**config.mk**
```make
export PLATFORM = sky130hd
export DESIGN_NAME = roundkey_store
export DESIGN_NICKNAME = d
export VERILOG_FILES = /design/src/rtl/aes_dec_pkg.sv /design/src/rtl/rkey_regfile.sv /design/src/rtl/roundkey_store.sv
export SDC_FILE = /design/constraint.sdc
export NUM_CORES = 1
export LEC_CHECK = 0
export CAP_MARGIN = 20
export CORE_MARGIN = 2
export CORE_UTILIZATION = 30
export CTS_CLUSTER_DIAMETER = 60
export DETAILED_ROUTE_END_ITERATION = 16
export GPL_TIMING_DRIVEN = 0
export PLACE_DENSITY_LB_ADDON = 0.2
export SLEW_MARGIN = 20
export SYNTH_ARGS = -nofsm -noshare
export SYNTH_HDL_FRONTEND = slang
export SYNTH_SLANG_ARGS = --single-unit
```
**constraint.sdc**
```tcl
create_clock -name clk -period 28.1 [get_ports clk]
set_input_delay 2.81 -clock clk [delete_from_list [all_inputs] [get_ports clk]]
set_output_delay 2.81 -clock clk [all_outputs]
set_load 0.01 [all_outputs]
```
**src/rtl/aes_dec_pkg.sv**
```systemverilog
// aes_dec_pkg: shared types and constants for the AES decrypt round-key path
package aes_dec_pkg;
  typedef logic [0:127] roundkey_t;
  typedef enum logic [1:0] {EMPTY, LOAD, READY} rks_state_t;
  localparam int NKEYS_192 = 13;
endpackage

```
**src/rtl/rkey_regfile.sv**
```systemverilog
// rkey_regfile: NKEYS round-key slots, one write port, one asynchronous read port
module rkey_regfile
  import aes_dec_pkg::*;
#(
  parameter int NKEYS = NKEYS_192,
  parameter int AW = $clog2(NKEYS + 1)
) (
  input  logic          clk,
  input  logic          we,
  input  logic [AW-1:0] waddr,
  input  roundkey_t     wdata,
  input  logic [AW-1:0] raddr,
  output roundkey_t     rdata
);
  roundkey_t mem [NKEYS];
  always_ff @(posedge clk)
    if (we) mem[waddr] <= wdata;
  assign rdata = mem[raddr];
endmodule

```
**src/rtl/roundkey_store.sv**
```systemverilog
// roundkey_store: stores a forward key schedule and plays it back in reverse; RKSTORE_ERRCHK_EN adds length checking
module roundkey_store
  import aes_dec_pkg::*;
#(
  parameter int NKEYS = NKEYS_192
) (
  input  logic         clk,
  input  logic         rst,
  input  logic [0:127] rkey_in,
  input  logic         rkey_in_vld,
  input  logic         rkey_in_last,
  output logic         ks_rdy,
  input  logic         rk_adv,
  output logic [0:127] rkey_out,
  output logic         rk_first,
  output logic         rk_last,
  output logic         key_err
);
  localparam int PW = $clog2(NKEYS + 1);
  localparam logic [PW-1:0] TOP = PW'(NKEYS - 1);
  localparam logic [PW-1:0] FULL = PW'(NKEYS);
  rks_state_t state;
  logic [PW-1:0] wr_ptr, rd_ptr, waddr;
  logic start, we;
  roundkey_t rd_key;
  assign start = rkey_in_vld && state != LOAD;
  assign we = rkey_in_vld && (start || wr_ptr != FULL);
  assign waddr = start ? '0 : wr_ptr;
  rkey_regfile #(.NKEYS(NKEYS), .AW(PW)) u_rf (
    .clk(clk), .we(we), .waddr(waddr), .wdata(rkey_in), .raddr(rd_ptr), .rdata(rd_key)
  );
  always_ff @(posedge clk or negedge rst)
    if (!rst) begin
      state <= EMPTY;
      wr_ptr <= '0;
      rd_ptr <= '0;
      ks_rdy <= 1'b0;
    end else if (rkey_in_vld) begin
      state <= rkey_in_last ? READY : LOAD;
      ks_rdy <= rkey_in_last;
      wr_ptr <= we ? waddr + PW'(1) : wr_ptr;
      if (rkey_in_last) rd_ptr <= we ? waddr : TOP;
    end else if (state == READY && rk_adv)
      rd_ptr <= rd_ptr == '0 ? TOP : rd_ptr - PW'(1);
  assign rkey_out = ks_rdy ? rd_key : '0;
  assign rk_first = ks_rdy && rd_ptr == TOP;
  assign rk_last = ks_rdy && rd_ptr == '0;
`ifdef RKSTORE_ERRCHK_EN
  logic err;
  // a dropped overflow write, or a last key landing anywhere but the top slot, is a bad schedule
  always_ff @(posedge clk or negedge rst)
    if (!rst) err <= 1'b0;
    else if (rkey_in_vld && (rkey_in_last ? waddr != TOP : !we)) err <= 1'b1;
  assign key_err = err;
`else
  assign key_err = 1'b0;
`endif
endmodule
```
== After elaboration in Yosys (flattened, before gate mapping) ==
Memories as Yosys holds them, arrays and structs flattened.
Index checks and enable logic that the tools add are counted.
Word-level totals
  input port bits: 133
  output and inout bits: 132
  word-level logic and storage cells: 32
  bits in writable memories: 1664
  memories: 1
  bits in registers: 11
Memory list
  u_rf.mem: depth 13, width 128, read ports 1, clocked after memory_dff 0, write ports 1, line rkey_regfile.sv:15  | roundkey_t mem [NKEYS];
Operators by class
  equality and inequality tests: 5
  multiplexer cells: 10
  add/sub/neg operators: 2
  reduce and logical (&&, ||, !) cells: 10
Operator list (count)
  $mux W128: 1
  $mux W4: 6
  $logic_and A1 B1 Y1: 5
  $add A4 B1 Y4 const B: 1
  $eq A4 B4 Y1 const B: 1
  $logic_not A4 Y1: 1
  $ne A2 B1 Y1 const B: 2
  $ne A4 B4 Y1 const B: 1
  $reduce_and A2 Y1: 2
  $sub A4 B1 Y4 const B: 1
  $eq A2 B2 Y1 const B: 1
  $mux W1: 2
  $mux W2: 1
  $reduce_bool A2 Y1: 1
  $logic_or A1 B1 Y1: 1

== Depth between registers and ports, before layout ==
  depth in word-level cells: 7
  depth in mapped cells: 8
  gate-level depth less buffers: 4

== Hierarchy ==
A second synthesis with hierarchy kept.
Unflattened totals
  cells, all modules: 2811
  area, all modules: 63771.2 sq um
By module, submodules not included
  rkey_regfile: sequential area each 49967.9 sq um, area each 62287.2 sq um, times used 1, cells each 2599
  roundkey_store: sequential area each 250.2 sq um, area each 1483.9 sq um, times used 1, cells each 212

== Worst setup path after synthesis ==
OpenSTA, ideal clock, no wires.
  kind: input -> register
  from: in rkey_in_vld
  to: mem u_rf.mem[8][0] (netlist name), enable pin
  data required time: 27.171 ns
  path slack: 11.653 ns
  cell stages on the path: 5
  library setup time: 0.929 ns
  arrival: 15.518 ns
  buffers on the path: 2
  path through: clkbuf_1 and3b_1 clkbuf_1 nand2_1 nor4_1
Between the ends
  longest elaborated chain between the ends: 5
  elaborated cells between the ends (all ways): 6
  classes of those cells: mux: 3; reduce/logical: 3
RTL lines
  from (decl): line roundkey_store.sv:10  | input logic rkey_in_vld,
  $logic_and A1 B1 Y1: line roundkey_store.sv:26  | assign start = rkey_in_vld && state != LOAD;
  $logic_or A1 B1 Y1: line roundkey_store.sv:27  | assign we = rkey_in_vld && (start || wr_ptr != FULL);
  $logic_and A1 B1 Y1: line roundkey_store.sv:27
  $mux W1: line rkey_regfile.sv:17  | if (we) mem[waddr] <= wdata;
  $mux W1 (implied by the code): line rkey_regfile.sv:17
  to (decl): line rkey_regfile.sv:15
Several ways; a longest one is shown, not always the timed one.

== Final worst setup path ==
  from: reg ks_rdy
  to: out rkey_out[117] (netlist name)
Between the ends
  longest elaborated chain between the ends: 1
RTL lines
  from (decl): line roundkey_store.sv:12  | output logic ks_rdy,
  from (signal assigned): line roundkey_store.sv:40  | ks_rdy <= rkey_in_last;
  $mux W128: line roundkey_store.sv:45  | assign rkey_out = ks_rdy ? rd_key : '0;
  to (decl): line roundkey_store.sv:14  | output logic [0:127] rkey_out,
No other way between the ends.

==> out/summary.txt <==
Total core area -> 210000 um2
Synth cell types -> 40
FILL cells -> 19400
WL/cell -> 26.5 um
CP arrival -> 4.68 ns
Post-Syn Instances -> 3008
R2r setup slk -> 24.08 ns
Critical Path Max Stage Delay -> 0.79 ns
Outcome -> complete, no violations
Met3 Usage GRT -> 0.0315
Root Driver -> clkbuf_16
Required @ worst endpoint -> 25.29 ns
CP max stage cell -> clkbuf_1
Max-cap violation count -> 0
Final min period -> 7.49 ns
Number of synthesized flops with an enable pin -> 1664
Cell taking the most area after synthesis -> edfxtp_1
Non-Filler Instances -> 6563
Placed Area -> 72100 um2
Setup tns final -> 0 ns
Area grow syn2layout -> 22.9%
Drc violations -> 0
Fmax -> 134 MHz
Initial Utilization -> 0.302
GR Util met2 -> 0.254
Die W -> 464 um
Crit path kind -> reg -> out
Maximum vdd ir drop -> 0.0458 mV
Final Max Tran Viols -> 0
Grt peak-use layer -> met2
Synth Cell Area -> 63400 um2
I/O pin total -> 265
1st-pass router iterations -> 5
Sink of the worst hold path -> state[0]
Synth warn -> 0
Commonest non-fill, non-tap cells in the layout -> 1664 x edfxtp_1, 295 x mux2i_1, 266 x mux4_2
R2R depth -> 13
H-tree levels -> 4
Setup Fix Bufs, Post-CTS -> 0
Vias per cell -> 4.81
Synthesized area per cell -> 21.1 um2
Post-DP HPWL -> 113000 um
Drt initial violations -> 2665
Hold path depth -> 2
Crit. End Element -> primary output
R2R Path Start -> ks_rdy
Vias -> 31600
Die area -> 215000 um2
FF+latch count, synth -> 1674
Worst path depth -> 7
Final setup violation count -> 0
# hold bufs at CTS -> 0
First-pass GRT wire length -> 247000 um
Skew-Pair Late Insertion Delay -> 0.82 ns
Buf/Inv on CP -> 4
Total Routing Usage GR -> 0.160
Clk slew on worst S/H paths -> 0.06 ns
Worst hold start -> state[0]
Clk sinks -> 1674
Num CTS Buffers -> 182
Share of async-settable or async-resettable flops after synthesis -> 0.00597
DRT antenna net count -> 0
Commonest non-fill, non-tap cell in the layout -> edfxtp_1
Placer Congestion -> 0.707
Worst-case clock buffer depth -> 3
R2R Path End -> u_rf.mem[8][46]
Top_reg_cell synth -> edfxtp_1
Critical path cell sequence -> clkbuf_1 -> nor3b_4 -> buf_6 -> clkbuf_1 -> a22oi_1 -> nand3_1 -> clkdlybuf4s50_1
Final Power -> 6310 uW
Crit start category -> flop
Leakage -> 0.0250 uW
Finished Cell Area -> 77900 um2
Share of cells above drive strength 1 -> 0.207
Number of port buffers -> 262
Met1 Track Usage GR -> 0.222
Final Hold Viols -> 0
# nets final -> 3734
Worst slew pin tran -> 1.10 ns
CP Max Fanout -> 11
Initial antenna violation count -> 25
Crit-path leading delay family -> buffers and inverters
Clk_skew -> 0.0179 ns
Largest cells by area after synthesis -> edfxtp_1 79%, mux4_2 9.5%, mux2i_1 4.7%
Vias in the first global route -> 32600
Hold Path Class -> reg -> reg
Worst path most repeated cell -> clkbuf_1
Placed insts -> 6222
Pin count of the biggest net entering global routing -> 30
Routed WL -> 174000 um
Post-CTS sizing -> 0
CTS tree -> yes
Yosys top cell area share -> 0.788
Die extent in y -> 464 um
Pwr/cell area -> 81.0 nW/um2
RSZ-0062 raised after global routing -> no
Slew HR -> 0.270
Final Cycle Share -> 0.267
Syn nets -> 3141
GRT overflow -> 0
Sequential area share after synthesis -> 0.792
# rows -> 168
Final core utilization -> 0.371
==> logic make-up after synthesis <==
group,share of synthesized area
AO/OA/AOI/OAI,0.0313
buffers and inverters,0.0155
flip-flops,0.792
multiplexers,0.141
other,0.0000592
AND/OR/NAND/NOR,0.0198
==> cells in the mapped netlist, types with 3 or more instances <==
master / n
dfrtp_1: 10
buf_4: 26
mux2i_1: 295
buf_6: 17
nand2b_1: 5
a22oi_1: 70
a21o_1: 3
nor3_1: 4
nand3_1: 140
o21ai_0: 112
o22ai_1: 118
nor2_1: 16
buf_1: 13
o21ai_1: 13
nand2_1: 79
and2_1: 4
buf_2: 58
edfxtp_1: 1664
a21oi_1: 4
mux4_2: 266
clkbuf_1: 65
==> worst max-delay path by stage <==
stage | start | end | slack [ns]
floorplan | rkey_in_vld | u_rf.mem[8][0] | 11.65
global placement | rkey_in_vld | u_rf.mem[8][46] | -4.95
detailed placement | ks_rdy | rkey_out[126] | 21.35
CTS | ks_rdy | rkey_out[126] | 20.42
global route | ks_rdy | rkey_out[122] | 20.40
finish | ks_rdy | rkey_out[117] | 20.61
==> power by group <==
group / switching, uW / leakage (uW) / internal, uW / total [uW]
combinational: 690 / 0.00703 / 517 / 1210
clock: 990 / 0.00281 / 1330 / 2320
sequential: 7.35 / 0.0152 / 2780 / 2790
total: 1690 / 0.0250 / 4630 / 6310
==> final cells by class <==
type	instances	area [um2]	share of cell area
Inverter	2	7.51	0.0000963
Sequential cell	1674	50200	0.644
Tap cell	2805	3510	0.0450
Multi-Input combinational cell	1152	12300	0.158
Antenna cell	12	30.0	0.000385
Buffer	180	975	0.0125
Clock inverter	98	946	0.0121
Timing Repair Buffer	409	5130	0.0658
Clock buffer	231	4820	0.0619
==> metrics by stage <==
stage / worst slack, ns / hold WS, ns
6_report: 20.61 / 0.582
5_1_grt: 20.40 / 0.596
4_1_cts: 20.42 / 0.553
3_5_place_dp: 21.35 / 0.536
3_3_place_gp: -4.95 / 0.534
2_1_floorplan: 11.65 / 0.494
==> tightest hold or removal path, stage by stage (launching register included) <==
cell	delay (ns)
dfrtp_1	0.40
nand2_1	0.07
o21ai_0	0.07
==> per-layer routing <==
layer,routed length [um],vias to the layer above
met5,45,-
met4,4240,8
met1,78700,16800
met3,8630,235
li1,-,13700
met2,82600,782
==> sequential cells by signal, summed over array words and instances, names as in the netlist <==
name and count:
ks_rdy 1, state 1, wr_ptr 4, u_rf.mem 1664, rd_ptr 4
(Power assumes the default switching activity.)
